### src/rtl/ap_com_lut_bank.sv
// Programmable bank of N_CH N_IN-input LUT compressor cells with one valid/ready output stage.
// Optional mismatch counter against exact parity is enabled by defining AP_COM_ERRCNT_EN.
module ap_com_lut_bank #(
  parameter  int N_IN = 4,
  parameter  int N_CH = 20,
  localparam int TT_W = 2 ** N_IN,
  localparam int CW   = (N_CH > 1) ? $clog2(N_CH) : 1
) (
  input  logic                 clk,
  input  logic                 rst_n,
  input  logic                 run_en,
  input  logic                 cfg_we,
  input  logic [CW-1:0]        cfg_idx,
  input  logic [TT_W-1:0]      cfg_tt,
  output logic                 cfg_ready,
  output logic                 cfg_err,
  input  logic                 in_valid,
  output logic                 in_ready,
  input  logic [N_CH*N_IN-1:0] in_bits,
  output logic                 out_valid,
  input  logic                 out_ready,
  output logic [N_CH-1:0]      out_y,
  output logic [15:0]          err_cnt
);

  typedef enum logic [1:0] {S_CFG, S_RUN, S_DRAIN} state_e;

  function automatic logic [TT_W-1:0] parity_tt();
    logic [TT_W-1:0] t;
    logic [N_IN-1:0] kv;
    t = '0;
    for (int k = 0; k < TT_W; k++) begin
      kv   = k[N_IN-1:0];
      t[k] = ^kv;
    end
    return t;
  endfunction

  localparam logic [TT_W-1:0] PARITY_TT = parity_tt();

  state_e                state_q, state_d;
  logic [TT_W-1:0]       tt_q [N_CH];
  logic                  out_valid_q;
  logic [N_CH-1:0]       out_y_q;
  logic                  cfg_err_q;
  logic [N_CH-1:0]       y_d;
  logic                  idx_ok, cfg_wr, cfg_bad, accept;

  always_ff @(posedge clk or negedge rst_n) begin
    if (!rst_n) state_q <= S_CFG;
    else        state_q <= state_d;
  end

  // DRAIN prefers returning to RUN over finishing the handoff into CFG
  always_comb begin
    state_d = state_q;
    case (state_q)
      S_CFG:   if (run_en) state_d = S_RUN;
      S_RUN:   if (!run_en) state_d = S_DRAIN;
      S_DRAIN: begin
        if (run_en)                          state_d = S_RUN;
        else if (!out_valid_q || out_ready)  state_d = S_CFG;
      end
      default: state_d = S_CFG;
    endcase
  end

  always_comb begin
    cfg_ready = (state_q == S_CFG);
    in_ready  = (state_q == S_RUN) && (!out_valid_q || out_ready);
  end

  assign idx_ok  = ((CW+1)'(cfg_idx) < (CW+1)'(N_CH));
  assign cfg_wr  = cfg_we && cfg_ready && idx_ok;
  assign cfg_bad = cfg_we && !(cfg_ready && idx_ok);
  assign accept  = in_valid && in_ready;

  always_ff @(posedge clk or negedge rst_n) begin
    if (!rst_n) begin
      for (int i = 0; i < N_CH; i++) tt_q[i] <= PARITY_TT;
    end else begin
      for (int i = 0; i < N_CH; i++)
        if (cfg_wr && (cfg_idx == CW'(i))) tt_q[i] <= cfg_tt;
    end
  end

  always_ff @(posedge clk or negedge rst_n) begin
    if (!rst_n) cfg_err_q <= 1'b0;
    else if (cfg_bad) cfg_err_q <= 1'b1;
  end

  always_comb begin
    y_d = '0;
    for (int i = 0; i < N_CH; i++) y_d[i] = tt_q[i][in_bits[i*N_IN +: N_IN]];
  end

  always_ff @(posedge clk or negedge rst_n) begin
    if (!rst_n) begin
      out_valid_q <= 1'b0;
      out_y_q     <= '0;
    end else if (accept) begin
      out_valid_q <= 1'b1;
      out_y_q     <= y_d;
    end else if (out_ready) begin
      out_valid_q <= 1'b0;
    end
  end

  assign out_valid = out_valid_q;
  assign out_y     = out_y_q;
  assign cfg_err   = cfg_err_q;

`ifdef AP_COM_ERRCNT_EN
  logic [N_CH-1:0] mism;
  logic [15:0]     pop;
  logic [16:0]     sum;
  logic [15:0]     err_cnt_q, err_cnt_d;

  always_comb begin
    mism = '0;
    pop  = '0;
    for (int i = 0; i < N_CH; i++) begin
      mism[i] = y_d[i] ^ (^in_bits[i*N_IN +: N_IN]);
      pop     = pop + 16'(mism[i]);
    end
    sum       = {1'b0, err_cnt_q} + {1'b0, pop};
    err_cnt_d = err_cnt_q;
    if (state_q == S_CFG && state_d == S_RUN) err_cnt_d = '0;
    else if (accept) err_cnt_d = sum[16] ? 16'hFFFF : sum[15:0];
  end

  always_ff @(posedge clk or negedge rst_n) begin
    if (!rst_n) err_cnt_q <= '0;
    else        err_cnt_q <= err_cnt_d;
  end

  assign err_cnt = err_cnt_q;
`else
  assign err_cnt = 16'h0;
`endif

endmodule

### config.mk
export PLATFORM = sky130hd
export DESIGN_NAME = ap_com_lut_bank
export DESIGN_NICKNAME = d
export VERILOG_FILES = /design/src/rtl/ap_com_lut_bank.sv
export SDC_FILE = /design/constraint.sdc
export NUM_CORES = 1
export LEC_CHECK = 0
export CORE_ASPECT_RATIO = 2
export CORE_MARGIN = 2
export CORE_UTILIZATION = 50
export CTS_CLUSTER_SIZE = 28
export DETAILED_ROUTE_END_ITERATION = 8
export PLACE_DENSITY = 0.71
export SETUP_SLACK_MARGIN = 0.2
export SYNTH_ARGS = -nofsm -noshare
export SYNTH_HDL_FRONTEND = slang
export SYNTH_SLANG_ARGS = --single-unit
### constraint.sdc
create_clock -name clk -period 3.51 [get_ports clk]
set_input_delay 0.351 -clock clk [delete_from_list [all_inputs] [get_ports clk]]
set_output_delay 0.351 -clock clk [all_outputs]
set_load 0.005 [all_outputs]
Word level (Yosys, flattened, before mapping)
Cells that the tools add are included.

storage, ports and cells
  memory bits (writable) = 0
  ROM bits = 0
  bits in latches = 0
  output and inout port bits = 40
  memories = 0
  register bits after elaboration = 344
  input bits = 107
  word-level logic and storage cells = 149

cells by class
  shifts and indexed selects = 0
  divide/modulo/power cells = 0
  bitwise operators = 0
  multipliers = 0
  multiplexer cells = 47
  reductions and logical operators = 33
  equal/unequal tests = 24
  $add $sub $neg = 0
  order comparisons = 21

operators with widths
  cell                                                                          number
  4-bit by 5-bit less-than comparator with 1-bit output, second input constant  20
  1-bit binary-select mux with 4-bit select                                     20
  5-bit by 4-bit equality test with 1-bit output, second input constant         8
  1-bit logical AND                                                             26
  1-bit two-way mux                                                             22
  5-bit by 3-bit equality test with 1-bit output, second input constant         4
  5-bit equality test, second input constant                                    4
  5-bit by 2-bit equality test with 1-bit output, second input constant         2
  2-bit two-way mux                                                             4
  2-bit one-hot mux with 3 select lines                                         1
  5-bit by 1-bit equality test with 1-bit output, second input constant         1
  5-bit zero test                                                               1
  5-bit less-than comparator, second input constant                             1
  2-bit != test, second input constant                                          2
  3-bit != test, second input constant                                          1
  3-bit AND reduction                                                           1
  2-bit by 1-bit equality test with 1-bit output, second input constant         1
  2-bit equality test, second input constant                                    1
  1-bit zero test                                                               2
  2-bit zero test                                                               1
  2-bit nonzero test                                                            1
  1-bit logical OR                                                              1

Logic depth before layout (Yosys ltp)
  depth after elaboration = 5
  gate-level depth with buffers = 6
  depth with buffers taken out = 4

Least setup slack after synthesis
Ideal clock, no wire load.

  path type = register to register
  from = register state_q[1]
  to = register tt_q[10] (netlist name)
  cell stages (with the launch flop) = 7
  setup slack = 1.382 ns
  path buffers = 2
  arrival time = 2.003 ns
  data required time = 3.385 ns
  clock period less this slack = 2.128 ns
  cell sequence = dfrtp_1 or4b_4 nor3b_4 and3_1 buf_4 buf_6 mux2_2

between the ends
  longest elaborated chain between the ends = 4

ends and longest elaborated chain
  item                             line  source
  from (decl)                      41    state_e state_q, state_d;
  from (signal assigned)           51    else state_q <= state_d;
  2-bit zero test                  69    cfg_ready = (state_q == S_CFG);
  1-bit logical AND (2 in series)  74    assign cfg_wr = cfg_we && cfg_ready && idx_ok;
  1-bit logical AND                83    if (cfg_wr && (cfg_idx == CW'(i))) tt_q[i] <= cfg_tt;
  to (signal, indexed assignment)  83
  to (decl)                        42    logic [TT_W-1:0] tt_q [N_CH];

No other way between the ends.
A chain may end at the register's enable or synchronous reset.

Final worst setup path
  from = register state_q[1]
  to = register out_y_q[14], in the netlist out_y[14]

between the ends
  longest elaborated chain between the ends = 3

ends and longest elaborated chain
  item                                            line  source
  2-bit by 1-bit equality test with 1-bit output  70    in_ready = (state_q == S_RUN) && (!out_valid_q || out_ready);
  1-bit logical AND                               70
  1-bit logical AND                               76    assign accept = in_valid && in_ready;
  to (signal assigned)                            103   out_y_q <= y_d;
  to (decl)                                       44    logic [N_CH-1:0] out_y_q;

No other way between the ends.

==> flow_results.org <==
** Synth
- Number of standard cells after synthesis :: 1042
- In the post-synthesis netlist, the biggest area contributors are dfrtp_1, dfstp_2, mux2_2.
- Dominant combinational cell family by area after synthesis :: multiplexers
- Post-synthesis mux area share :: 0.3288
- Sequential area share after synthesis :: 0.5568
- The synthesized netlist contains 34 unique library cells.
- dfrtp_1 takes more of the synthesized area than any other cell.
- Adder-Cell Fraction of Synth Area :: 0
- The compound-cell area share of the yosys netlist came to 0.04817.
- After synthesis the netlist holds a flip-flop and latch count of 344.
- In the synthesized netlist the dominant register cell turns out to be dfrtp_1.
- Synth Warn # :: 0
- Counting instances in the post-synthesis netlist gives the leading cell types as mux2_2, dfrtp_1, dfstp_2, mux4_2, clkbuf_1.
- Post-synthesis share of cell area spent on xor and xnor gates :: 0
- The share of synthesized area in the top cell type comes to 0.2910.
- Among all cell types in the netlist, the one instantiated most often is mux2_2.
- Avg Inst Size Synth :: 15.18 µm²
- Cell area after synthesis :: 0.01582 mm²
- Of the total synthesized cell area, the portion taken by AND, OR, NAND and NOR gates is 0.04121.
- Post-synth ARST share :: 1.000
- The synthesized design contains 0 enable-type register cells.

** Outcome
- The run finished with clean final reports.

** Layout
- Total Nets Final :: 1274
- Post-route cell area :: 0.01862 mm²
- Of the cells placed in the final design, the portion with a size suffix greater than 1 is 0.5474.
- P&R area growth vs syn :: 17.68%
- Number of filler cells placed in the layout :: 2472
- Area of combinational cells with multiple inputs :: 0.006675 mm²
- Summing all flip-flop and latch instances after layout gives 0.008808 mm².

** Die
- Count of standard-cell rows :: 92
- Width of the die :: 129.8 µm
- Die ar. :: 0.03317 mm²
- Initial Util :: 0.5053
- Top-level port count :: 147
- Die outline height :: 255.6 µm
- Floorplan core area :: 0.03131 mm²

** CTS
- Clock latency of the later-clocked register in the worst-skew pair :: 0.57 ns
- Cell chosen for the clock root :: clkbuf_16
- Buffer levels on the longest clock path :: 3
- In this run the number of H-tree levels came out at 1.
- After clock tree synthesis, the clock-pin slew on the worst setup and hold paths is 0.07 ns.
- Number of post-CTS setup repair buffers :: 0
- Clock tree synthesis inserted a total of 31 buffers.
- TritonCTS clock tree :: done
- CTS sink cnt :: 344

** STA
- Final hold analysis gives a worst-case slack of 0.3672 ns.
- Final Max Tran Viols :: 0
- Final clock period utilization by the worst path :: 0.7016
- Worst slew slack as a fraction of its limit :: 0.4743
- Unrepaired setup endpoints after global routing :: false
- Once routing completed, OpenROAD measured the worst setup slack at 1.047 ns.
- Highest clock frequency the design can meet :: 0.4060 GHz
- Final-report hold violation count :: 0
- Worst clock skew on the final layout :: 0.01446 ns
- Setup violators final :: 0
- Setup Total Neg Slack :: 0 ns
- Actual transition at the worst max-transition pin :: 0.7886 ns
- Clock period minus worst slack :: 2.463 ns

** Setup path
- STA puts the critical path data arrival time at 2.97 ns.
- Register-to-register path setup slack :: 1.05 ns
- Cell chain of the critical path :: nand2b_1 -> or3b_2 -> buf_12 -> a2111oi_0 -> a211o_1
- Crit path capture type :: flip-flop
- The critical path is of the flip-flop to flip-flop type.
- Highest cell delay on the worst timing path :: 0.74 ns
- The worst setup path is launched from a flip-flop.
- At the worst endpoint, the required time is 4.02 ns.
- Family with the most delay on the worst path :: simple AND/OR/NAND/NOR gates
- In this run the worst path has a maximum fanout of 38.
- Counting both buffers and inverters, the worst setup path holds a total of 1.
- The largest individual stage delay along the critical path comes from the cell or3b_2.

** Job
- Number of max-capacitance violations reported :: 0

** Place
- DP Worst Slack :: 0.6806 ns
- Routability congestion estimate from global placement :: 0.7812
- Port buffering added 130 buffers.
- Detailed placement ended at an HPWL of 22100 µm.
- Once placement finished, the instance area stood at 0.01756 mm².

** Worst hold path
- The tightest min-delay check is of the input pin to flip-flop type.

** Power and ir drop
- Sequential power share :: 0.503
- Switching share of total power :: 0.2328
- VDD sags by at most 0.0004129 V.
- Clock share of power :: 0.351
- Cell internal power was estimated by the tool at 7576 µW.
- Power spread over the standard cell area amounts to 530.4 mW/mm².
- Leakage power figure :: 0.008100 µW
- Switching power :: 2298 µW
- Combinational share of power :: 0.146

** Routing
- The routed layout has 9319 vias.
- In the final routed layout, each cell accounts on average for 22.72 µm.
- Number of iterations in the first detailed-routing pass :: 4
- The detailed router finished its first iteration with 449 violations.
- Antenna viol nets, final :: 0
- Post-detailed-route via-to-cell ratio :: 5.770
- Routed Wire Length :: 36690 µm
- For this run, design rule violations remaining after detail routing come to 0.

** GRT
- GRT Total Usage :: 0.2246
- Number of global-route vias before repair :: 9880
- For this run the aggregate overflow at the end of global routing stands at 0.
- The number of antenna violations at the first check in global routing was 0.
- Entering global routing, the biggest net connects 104 pins.
- The first global-routing pass estimated 56860 µm of wire.
-- metal layers --
layer | vias up | part of all wire | track usage
met5 | - | 0 | 0
met2 | 212 | 0.52 | 0.3851
met3 | 35 | 0.040 | 0.02529
met1 | 4953 | 0.43 | 0.3069
met4 | 0 | 0.015 | 0.05137
li1 | 4119 | - | -
-- sequential cells by signal, summed over array words and instances, names as in the netlist --
name and flops:
out_valid 1, cfg_err 1, tt_q 320, out_y 20
state_q 2
-- worst paths after layout --
kind,start,to,cells after the start
hold reg to reg,cfg_err,cfg_err,1
setup / recovery,state_q[1],out_y[14],5
min in group asynchronous,rst_n,tt_q[101],2
max in group asynchronous,rst_n,tt_q[13],3
setup reg to reg,state_q[1],out_y[14],5
hold / removal,run_en,state_q[1],2
-- worst register-to-register path, stage by stage, from the launching register on --
cell and delay (ns):
dfrtp_1 0.43, nand2b_1 0.20, or3b_2 0.74, buf_12 0.30, a2111oi_0 0.55, a211o_1 0.19
-- stage by stage --
step	cells	util	power [µW]
2_1_floorplan	1057	-	5825
3_3_place_gp	1556	0.5607	6386
3_5_place_dp	1556	0.5607	6480
4_1_cts	1614	0.5945	9959
5_1_grt	1614	0.5945	10290
6_report	1615	0.5946	9875
-- kinds of logic after synthesis --
family / after synthesis
other: 1
multiplexers: 402
AND/OR/NAND/NOR: 115
AO/OA/AOI/OAI: 99
buffers and inverters: 81
flip-flops: 344
-- timing repair --
action / in CTS / in global routing
hold endpoints to repair: 52 / 0
gates resized for setup: 0 / 0
hold buffers: 1 / 0
endpoints found under the setup margin: 0 / 0
-- cells in the final DEF, fill, tap and decap left out, drive strengths merged, types with 2 or more instances in the layout --
cell type and count:
mux2 321, dfrtp 184, dfstp 160, clkdlybuf4s50 126
mux4 62, clkbuf 52, nor2b 41, buf 31
nor2 24, nor3 21, o21ai 20, a211oi 19
mux2i 19, a31o 19, a2111oi 19, a211o 19
conb 16, nand2 16, nand2b 3, nand3 3
and3 2, inv 2, bufinv 2
-- cell type report --
class | instances | share of cell area
repair buffers | 158 | 0.08347
multi-input cells | 632 | 0.3586
flip-flops and latches | 344 | 0.4732
clock inverters | 5 | 0.004436
diodes | 1 | 0.0001344
clock buffers | 52 | 0.05182
well taps | 423 | 0.02843
-- power groups by stage --
stage                     registers [µW]  logic (µW)  clock network, µW
after floorplan                     4940         888                  0
after global placement              4990        1400                  0
after detailed placement            5030        1450                  0
after CTS                           4960        1460               3530
after global routing                5030        1560               3700
final                               4970        1440               3470
Power figures use the tool's default switching activity.
